<file path="src/rtl/cache_line_arbiter.sv">
// Arbitrates the shared cacheline memory port between the icache and the dcache.
// The granted request is latched for the whole transaction. The response is routed only to the granted cache.
module cache_line_arbiter #(
  parameter int ADDR_W   = 32,
  parameter int LINE_W   = 256,
  parameter int ARB_MODE = 0
) (
  input  logic              clk,
  input  logic              rst,
  input  logic              i_read,
  input  logic [ADDR_W-1:0] i_address,
  output logic [LINE_W-1:0] i_rdata,
  output logic              i_resp,
  input  logic              d_read,
  input  logic              d_write,
  input  logic [ADDR_W-1:0] d_address,
  input  logic [LINE_W-1:0] d_wdata,
  output logic [LINE_W-1:0] d_rdata,
  output logic              d_resp,
  output logic              pmem_read,
  output logic              pmem_write,
  output logic [ADDR_W-1:0] pmem_address,
  output logic [LINE_W-1:0] pmem_wdata,
  input  logic [LINE_W-1:0] pmem_rdata,
  input  logic              pmem_resp,
  output logic              busy
);

  typedef enum logic [1:0] {IDLE, SERVE_I, SERVE_D, RELEASE} state_e;

  localparam logic GRANT_I = 1'b0;
  localparam logic GRANT_D = 1'b1;

  state_e            state_q, state_d;
  logic              last_grant_q, last_grant_d;
  logic [ADDR_W-1:0] addr_q, addr_d;
  logic [LINE_W-1:0] wdata_q, wdata_d;
  logic              pmem_read_q, pmem_read_d;
  logic              pmem_write_q, pmem_write_d;
  logic              d_req;
  logic              d_wins;

  assign d_req  = d_read | d_write;
  // On a tie D wins in fixed-priority mode, or in round-robin mode when I was served last.
  assign d_wins = d_req && (!i_read || (ARB_MODE != 0) || (last_grant_q == GRANT_I));

  always_comb begin
    state_d      = state_q;
    last_grant_d = last_grant_q;
    addr_d       = addr_q;
    wdata_d      = wdata_q;
    pmem_read_d  = pmem_read_q;
    pmem_write_d = pmem_write_q;
    case (state_q)
      IDLE: begin
        if (d_wins) begin
          state_d      = SERVE_D;
          last_grant_d = GRANT_D;
          addr_d       = d_address;
          wdata_d      = d_wdata;
          pmem_write_d = d_write;
          pmem_read_d  = ~d_write;
        end else if (i_read) begin
          state_d      = SERVE_I;
          last_grant_d = GRANT_I;
          addr_d       = i_address;
          wdata_d      = '0;
          pmem_read_d  = 1'b1;
          pmem_write_d = 1'b0;
        end
      end
      SERVE_I, SERVE_D: begin
        if (pmem_resp) begin
          state_d      = RELEASE;
          pmem_read_d  = 1'b0;
          pmem_write_d = 1'b0;
        end
      end
      RELEASE: state_d = IDLE;
      default: state_d = IDLE;
    endcase
  end

  always_ff @(posedge clk or negedge rst) begin
    if (!rst) begin
      state_q      <= IDLE;
      last_grant_q <= GRANT_I;
      addr_q       <= '0;
      wdata_q      <= '0;
      pmem_read_q  <= 1'b0;
      pmem_write_q <= 1'b0;
    end else begin
      state_q      <= state_d;
      last_grant_q <= last_grant_d;
      addr_q       <= addr_d;
      wdata_q      <= wdata_d;
      pmem_read_q  <= pmem_read_d;
      pmem_write_q <= pmem_write_d;
    end
  end

  assign pmem_read    = pmem_read_q;
  assign pmem_write   = pmem_write_q;
  assign pmem_address = addr_q;
  assign pmem_wdata   = wdata_q;
  assign busy         = (state_q != IDLE);

  assign i_resp  = (state_q == SERVE_I) && pmem_resp;
  assign d_resp  = (state_q == SERVE_D) && pmem_resp;
  assign i_rdata = i_resp ? pmem_rdata : '0;
  assign d_rdata = d_resp ? pmem_rdata : '0;

endmodule
</file>
<file path="config.mk">
export PLATFORM = sky130hd
export DESIGN_NAME = cache_line_arbiter
export DESIGN_NICKNAME = d
export VERILOG_FILES = /design/src/rtl/cache_line_arbiter.sv
export SDC_FILE = /design/constraint.sdc
export NUM_CORES = 1
export LEC_CHECK = 0
export CORE_AREA = 2 2 539 541
export CTS_BUF_LIST = sky130_fd_sc_hd__clkbuf_8
export CTS_CLUSTER_DIAMETER = 40
export CTS_CLUSTER_SIZE = 25
export DETAILED_ROUTE_END_ITERATION = 16
export DIE_AREA = 0 0 541 543
export HOLD_SLACK_MARGIN = 0.1
export SLEW_MARGIN = 20
export SYNTH_ARGS = -nofsm -noshare
export SYNTH_HDL_FRONTEND = slang
export SYNTH_SLANG_ARGS = --single-unit
</file>
<file path="constraint.sdc">
create_clock -name clk -period 1.5 [get_ports clk]
set_input_delay 0.225 -clock clk [delete_from_list [all_inputs] [get_ports clk]]
set_output_delay 0.225 -clock clk [all_outputs]
set_load 0.005 [all_outputs]
</file>
# Word level (Yosys, flattened, before mapping)
# Index checks and enable logic that the tools add are counted.
# W data, S select, Z words.
# word_totals
input_bits,582
word_cells,45
register_bits,293
out_inout_bits,805
# classes
n_reduce_logical,13
n_eq_ne,5
n_bitwise,3
muxes,18
# ops
op,n
$mux W256,4
$mux W32,2
$mux W1,6
$mux W2,3
$pmux W2 S3,1
$reduce_bool A2 Y1,3
$eq A2 B2 Y1 const B,2
$pmux W1 S2,2
$reduce_and A2 Y1,2
$logic_and A1 B1 Y1,3
$ne A3 B3 Y1 const B,1
$reduce_and A3 Y1,1
$eq A2 B1 Y1 const B,1
$logic_not A2 Y1,1
$ne A2 B2 Y1 const B,1
$not A1 Y1,2
$reduce_or A2 Y1,1
$logic_not A1 Y1,1
$logic_or A1 B1 Y1,1
$or A1 B1 Y1,1

# Logic depth before layout (Yosys ltp)
# Gate-level depths: netlist of run 1.
# logic_depth
depth_word,5
depth_mapped,8
ltp_nobuf,5

# Least setup slack after synthesis of run 1
# Ideal clock, no wire load.
# synth_path
path_kind,register -> register
startpoint,reg state_q[0]
endpoint,reg wdata_q[210] (netlist: pmem_wdata[210])
period_less_slack_ns,1.567
setup_time_ns,0.065
setup_slack_ns,-0.067
stages_incl_launch_ff,9
arrival_ns,1.501
cell_sequence,dfrtp_1 inv_1 ha_1 clkbuf_2 inv_1 nor2_4 buf_2 buf_2 a22o_1
# synth_via
elab_chain_cells,2
# synth_lines
element,line_no,text
from (decl),34,"state_e state_q, state_d;"
from (signal assigned),93,state_q <= state_d;
$logic_not A2 Y1,54,case (state_q)
$reduce_and A2 Y1 (no line),n/a,
to (signal assigned),96,wdata_q <= wdata_d;
to (decl),37,"logic [LINE_W-1:0] wdata_q, wdata_d;"
# No other way between the ends.
# A chain may end at the register's enable or synchronous reset.

# Final worst setup path of run 1
# layout_path
startpoint,reg state_q[0]
endpoint,out i_rdata[50]
# layout_via
elab_chain_cells,3
# layout_lines
element,line_no,text
$eq A2 B1 Y1,108,assign i_resp = (state_q == SERVE_I) && pmem_resp;
$logic_and A1 B1 Y1,108,
$mux W256,110,assign i_rdata = i_resp ? pmem_rdata : '0;
to (decl),12,"output logic [LINE_W-1:0] i_rdata,"
# No other way between the ends.

==> summary.md, run 1 <==
| Metric | Value |
|---|---|
| Synth area leader | dfrtp_1 |
| FP Rows | 197 |
| Core Area | 287000 um2 |
| R2R Path End | pmem_wdata[164]$_DFFE_PN0P_ |
| Worst path bufs/invs | 4 |
| Mapped Nets | 1952 |
| Fillcell total | 32100 |
| Total Power | 67.3 mW |
| CP Depth | 6 |
| Synth warn | 0 |
| CTS root buf | clkbuf_8 |
| Synth-to-layout area growth | 196% |
| Setup CP Type | register to primary output |
| WHS Path Cells | 2 |
| Post-synthesis simple-gate area fraction | 23.1% |
| R2R setup slack | -0.56 ns |
| Failing checks | negative setup slack |
| Vias in the first global route | 21300 |
| GRT overflow | 0 |
| Hold WC Path Type | input port to register |
| Post-Syn Instances | 1366 |
| Largest net degree at the start of global routing | 62 |
| Max FO, Critical Path | 17 |
| Most frequent cells in the layout | 736 x clkdlybuf4s50_1, 425 x buf_4, 333 x buf_12 |
| Cell Count, Final, Fillers Out | 7108 |
| Worst Tran Pin Value | 0.534 ns |
| Hold Crit Start | d_wdata[165] |
| R2R depth | 10 |
| Initial antenna violation count | 105 |
| CP peak stage delay | 0.51 ns |
| Leak | 19.2 nW |
| Port bufs | 1386 |
| Drt pass-1 iters | 5 |
| Layout cells sized above 1 | 39.9% |
| Vias | 21300 |
| # setup viols final | 1060 |
| RSZ-0062 raised after global routing | yes |
| Commonest non-fill, non-tap cell in the layout | clkdlybuf4s50_1 |
| Critical Path RT | 1.27 ns |
| XOR/XNOR share of the synthesized area | 0% |
| Mapped Avg Cell Area | 10.7 um2 |
| Post-synthesis sequential area ratio | 50.4% |
| PwrDens | 1560 nW/um2 |
| Maximum clock rate | 368 MHz |
| WL final | 241000 um |
| Inserted Clock Buffers | 45 |
| Number of flops mapped to enable cells by yosys | 0 |
| Fin nets | 3843 |
| CP Data Arrival Time | 2.50 ns |
| DP Area | 37800 um2 |
| Design area | 43100 um2 |
| Clock sinks | 293 |
| Worst Skew | 0.0523 ns |
| DP Wirelength | 214000 um |
| RR Startpoint | state_q[0]$_DFFE_PN0P_ |
| Worst vdd ir | 0.921 mV |
| Final hold vios | 0 |
| Largest family of logic cells by synthesized area | simple AND/OR/NAND/NOR gates |
| IO Count | 1387 |
| Routed WL per cell | 33.9 um |
| H-tree levels | 2 |
| Adder-Cell Fraction of Synth Area | 0.344% |
| First-pass GRT wire length | 285000 um |
| Worst path cell trace | buf_6 > ha_4 > buf_16 > buf_8 > and3_1 > clkdlybuf4s50_1 |
| Starting DRT DRC Count | 1479 |
| Clk pin slew, worst setup/hold paths | 0.08 ns |
| Die ar. | 294000 um2 |
| Top delay family on crit path | buffers and inverters |
| Top FF cell, synth | dfrtp_1 |
| Post-synthesis mux area share | 2.48% |
| CTS Buffer Depth | 3 |
| Asr flop ratio synth | 100% |
| Max-cap viol count | 0 |
| Worst setup EP type | primary output |
| Remaining DRCs | 0 |
| Starting Density | 5.06% |
| RePlAce Congestion | 0.943 |
| Most area-consuming cells after synthesis | dfrtp_1 50%, and3_1 22%, a22o_1 15%, clkbuf_1 3.0%, mux2i_1 2.4% |
| Slew Limit Fails | 0 |
| Total global routing track utilization | 15.6% |
| CTS tree | yes |
| Run status | finished with violations |
| Yosys reg bits | 293 |
| Top cell type's share of synthesized area | 50.4% |
| Worst relative slew slack | 64.3% |
| Hold Crit Endpoint | pmem_wdata[165]$_DFFE_PN0P_ |
| Fin crit share | 181% |
| Worst skew pair latency | 0.72 ns |
| Post-synth cell types | 28 |
| Cell Area, Synth | 14600 um2 |
| Critical path's slowest cell | clkdlybuf4s50_1 |
| Post-route ant nets | 0 |
| Final worst slack | -1.22 ns |
| CP startpoint kind | register |
| Final core occ | 15.0% |
| Placed cells | 6690 |
| Final worst path period need | 2.72 ns |
| DIE HEIGHT | 543 um |
| Die X | 541 um |
| Compound-Gate Fraction of Synth Area | 17.3% |
| Vias per cell | 3.00 |
==> synthesized netlist by cell type (2+ instances only) <==
master and count:
a22o_1 257, and2_1 2, and3_1 512, buf_2 33, buf_4 6, buf_6 23
clkbuf_1 117, dfrtp_1 293, ha_1 4, inv_1 4, mux2i_1 35, nand2_1 32
nor3_1 2, o21ai_0 32
==> state kept, by name (all words and copies together), names as in the netlist <==
| name | flops |
|---|---|
| pmem_address | 32 |
| state_q | 2 |
| pmem_wdata | 256 |
| pmem_read | 1 |
| last_grant_q | 1 |
| pmem_write | 1 |
==> kinds of logic (layout without fill, tap and decap cells) <==
kind of cell / count (synthesis) / in the layout
other: 0 / 33
DFF: 293 / 293
AOI/OAI and AO/OA: 298 / 298
muxes: 36 / 36
buffers and inverters: 184 / 2112
adders and majority gates: 4 / 4
and+or+nand+nor: 551 / 551
==> metrics by stage <==
step                      setup slack [ns]  setup TNS [ns]  hold slack (ns)
after detailed placement            -0.677         -387.90            0.191
after global routing                 -1.34         -808.82            0.100
final                                -1.22         -700.21            0.164
after global placement              -0.700         -384.32            0.189
after floorplan                    -0.0471           -9.45          -0.0706
after CTS                            -1.34         -810.02            0.101
==> layout make-up <==
class	count	area, um2	share of cell area (%)
well taps	3781	4730	11.0
multi-input cells	889	7270	16.9
clock inverters	35	332	0.770
clock buffers	49	674	1.57
repair buffers	2024	22600	52.6
inverters	4	15.0	0.0348
flip-flops and latches	293	7330	17.0
diodes	33	82.6	0.192
==> worst max path at each step <==
stage	from	to	slack, ns
6_report	state_q[0]$_DFFE_PN0P_	i_rdata[50]	-1.22
5_1_grt	state_q[0]$_DFFE_PN0P_	i_rdata[59]	-1.34
4_1_cts	state_q[1]$_DFFE_PN0P_	d_rdata[229]	-1.34
3_5_place_dp	state_q[1]$_DFFE_PN0P_	i_rdata[188]	-0.68
3_3_place_gp	state_q[1]$_DFFE_PN0P_	i_rdata[188]	-0.70
2_1_floorplan	state_q[0]$_DFFE_PN0P_	d_rdata[100]	-0.05
==> where the power goes <==
part	total [mW]	switching [mW]	leakage [nW]	internal [mW]
combinational	45.4	21.9	15.0	23.5
sequential	14.2	2.89	3.74	11.3
clock	7.72	3.99	0.517	3.74
==> layer usage <==
metal | share of wire (%) | track usage (%) | vias to the layer above
met5 | 0.087 | 0 | -
met4 | 1.6 | 2.07 | 34
met3 | 16 | 10.8 | 202
met2 | 41 | 22.5 | 1392
met1 | 41 | 19.1 | 10700
li1 | - | - | 9003
==> repair_timing <==
item                                     CTS  global route
cloned                                    12            13
buffers inserted                          46            40
endpoints found under the hold margin    499             0
pin swaps                                  3             4
hold buffers                             209             0
resized for setup                        731           414
endpoints found under the setup margin  1098          1098
No activity file was read; power rests on OpenSTA's default activity.
==> run 2, diff against run 1 <==
==> constraint.sdc (replaced) <==
create_clock -name clk -period 2.25 [get_ports clk]
set_input_delay 0.3375 -clock clk [delete_from_list [all_inputs] [get_ports clk]]
set_output_delay 0.3375 -clock clk [all_outputs]
set_load 0.005 [all_outputs]
==> run 2 against run 1 <==
  * The run still ends with negative setup slack left
  * Power decreased by 29%
  * Sequential power decreased by 37%
  * Global-route usage is 1.9 points higher
  * Count of clock-buffer cells in the layout up 19
  * First-iteration DRC count rose by 9.6%
  * Core utilization fell by 0.19 points
  * Highest routed layer unchanged
  * Final area down 1.2%
  * Critical endpoint is now d_rdata[88]
  * Register-to-register slack better by 0.56 ns
==> summary.md, run 2 (same netlist as run 1, synthesis figures left out) <==
| Metric | Value |
|---|---|
| CP Data Arrival Time | 2.60 ns (was 2.50 ns) |
| Core Area | 287000 um2 (unchanged) |
| Maximum clock rate | 341 MHz |
| Starting DRT DRC Count | 1621 (was 1479) |
| Top delay family on crit path | buffers and inverters (unchanged) |
| Largest register FFs | 256 (unchanged) |
| Max FO, Critical Path | 12 (was 17) |
| Worst relative slew slack | 49.1% (was 64.3%) |
| Slew Limit Fails | 0 (unchanged) |
| Design area | 42500 um2 (was 43100 um2) |
| Post-route ant nets | 0 (unchanged) |
| H-tree levels | 2 (unchanged) |
| DIE HEIGHT | 543 um (unchanged) |
| RSZ-0062 raised after global routing | yes (unchanged) |
| Fin crit share | 130% |
| RePlAce Congestion | 1.06 (was 0.943) |
| CTS root buf | clkbuf_8 (unchanged) |
| CTS Buffer Depth | 3 (unchanged) |
| Commonest non-fill, non-tap cell in the layout | clkdlybuf4s50_1 (unchanged) |
| Inserted Clock Buffers | 61 (was 45) |
| CTS tree | yes (unchanged) |
| Final hold vios | 0 (unchanged) |
| Place WS | -0.382 ns (was -0.677 ns) |
| First-pass GRT wire length | 314000 um (was 285000 um) |
| DP Wirelength | 236000 um (was 214000 um) |
| WL final | 270000 um (was 241000 um) |
| Total global routing track utilization | 17.5% (was 15.6%) |
| # setup viols final | 606 (was 1060) |
| Starting Density | 5.06% (unchanged) |
| IO Count | 1387 (unchanged) |
| Remaining DRCs | 0 (unchanged) |
| Die X | 541 um (unchanged) |
| FP Rows | 197 (unchanged) |
| Setup CP Type | register to primary output (unchanged) |
| Final worst slack | -0.685 ns (was -1.22 ns) |
| Worst skew pair latency | 0.84 ns (was 0.72 ns) |
| Worst Tran Pin Value | 0.761 ns (was 0.534 ns) |
| Clock sinks | 293 (unchanged) |
| Fillcell total | 32000 (was 32100) |
| Run status | finished with violations (unchanged) |
| Vias per cell | 3.08 (was 3.00) |
| Most frequent cells in the layout | 869 x clkdlybuf4s50_1, 293 x dfrtp_1, 275 x and3_4 (was 736 x clkdlybuf4s50_1, 425 x buf_4, 333 x buf_12) |
| Total Power | 47.7 mW (was 67.3 mW) |
| Routed WL per cell | 38.5 um (was 33.9 um) |
| Final worst path period need | 2.94 ns |
| Die ar. | 294000 um2 (unchanged) |
| Largest net degree at the start of global routing | 63 (was 62) |
| Drt pass-1 iters | 5 (unchanged) |
| Vias | 21600 (was 21300) |
| Worst vdd ir | 0.532 mV (was 0.921 mV) |
| Critical Path RT | 1.91 ns (was 1.27 ns) |
| Port bufs | 1386 (unchanged) |
| Max-cap viol count | 0 (unchanged) |
| DP Area | 35400 um2 (was 37800 um2) |
| Worst Skew | 0.0685 ns (was 0.0523 ns) |
| Vias in the first global route | 21300 (about the same) |
| Final core occ | 14.8% (was 15.0%) |
| Failing checks | negative setup slack (unchanged) |
| Worst setup EP type | primary output (unchanged) |
| Worst path cell trace | inv_2 > ha_4 > buf_12 > buf_12 > clkbuf_16 > buf_16 > and3_1 > buf_12 (was buf_6 > ha_4 > buf_16 > buf_8 > and3_1 > clkdlybuf4s50_1) |
| Layout cells sized above 1 | 35.9% (was 39.9%) |
| PwrDens | 1120 nW/um2 (was 1560 nW/um2) |
| Leak | 18.0 nW (was 19.2 nW) |
| Critical path's slowest cell | dfrtp_1 (was clkdlybuf4s50_1) |
| CP startpoint kind | register (unchanged) |
| Initial antenna violation count | 242 (was 105) |
| Synth-to-layout area growth | 192% (was 196%) |
| Fin nets | 3708 (was 3843) |
| Clk pin slew, worst setup/hold paths | 0.06 ns (was 0.08 ns) |
| Crit-path most repeated cell | buf_12 |
| Worst path bufs/invs | 6 (was 4) |
| CP peak stage delay | 0.42 ns (was 0.51 ns) |
| Hold WC Path Type | input port to register (unchanged) |
| GRT overflow | 0 (unchanged) |
==> run 2: layout make-up <==
type / instances / area, um2 / share of cell area, %
flip-flops and latches: 293 / 7330 / 17.2
inverters: 4 / 17.5 / 0.0412
repair buffers: 1873 / 21100 / 49.7
multi-input cells: 889 / 7710 / 18.1
diodes: 64 / 160 / 0.376
clock buffers: 68 / 936 / 2.20
well taps: 3781 / 4730 / 11.1
clock inverters: 43 / 526 / 1.24
==> run 2: through the flow <==
stage | std cells | hold slack, ns | setup TNS, ns
after detailed placement | 6486 | 0.300 | -69.46
after global placement | 6486 | 0.297 | -71.08
after CTS | 6886 | 0.102 | -363.67
after global routing | 6995 | 0.126 | -327.31
final | 7015 | 0.210 | -245.39
after floorplan | 1366 | 0.0419 | 0
==> run 2: worst reg2reg max path: cells and delay by family (launching register included) <==
| family | cells | cell delay [ns] |
|---|---|---|
| mux | 1 | 0.41 |
| fa+ha+maj | 1 | 0.20 |
| flops | 1 | 0.41 |
| compound gates | 1 | 0.58 |
| buf+inv | 4 | 0.53 |
==> run 2: layer usage <==
metal  up-vias  share of wire (%)  track usage (%)
met1     10700                 38             19.2
met4        24                4.1             5.39
met3       535                 12             9.50
met2      1608                 46             28.6
li1       8755                  -                -
met5         -              0.057                0
==> run 2: repair_timing <==
action	4_1_cts	5_1_grt
endpoints found under the setup margin	959	706
cloned	20	19
setup buffers	53	63
hold buffers	220	0
resized for setup	1018	635
endpoints found under the hold margin	500	0
pin swaps	3	1
==> run 2: power by group <==
part | switching [mW] | internal [mW]
clock network | 3.13 | 3.85
logic | 15.7 | 16.1
registers | 1.43 | 7.53
==> run 2: worst paths after layout <==
| kind | startpoint | endpoint | slack, ns | depth (start not counted) |
|---|---|---|---|---|
| worst min-delay path | d_wdata[255] | pmem_wdata[255]$_DFFE_PN0P_ | 0.21 | 2 |
| worst max-delay path | state_q[0]$_DFFE_PN0P_ | d_rdata[88] | -0.69 | 8 |
| worst max register to register | state_q[0]$_DFFE_PN0P_ | state_q[0]$_DFFE_PN0P_ | 0 | 7 |
| min in group asynchronous | rst | pmem_wdata[192]$_DFFE_PN0P_ | 0.22 | 3 |
| max in group asynchronous | rst | pmem_wdata[100]$_DFFE_PN0P_ | 1.67 | 3 |
| worst min register to register | pmem_address[20]$_DFFE_PN0P_ | pmem_address[20]$_DFFE_PN0P_ | 0.49 | 2 |
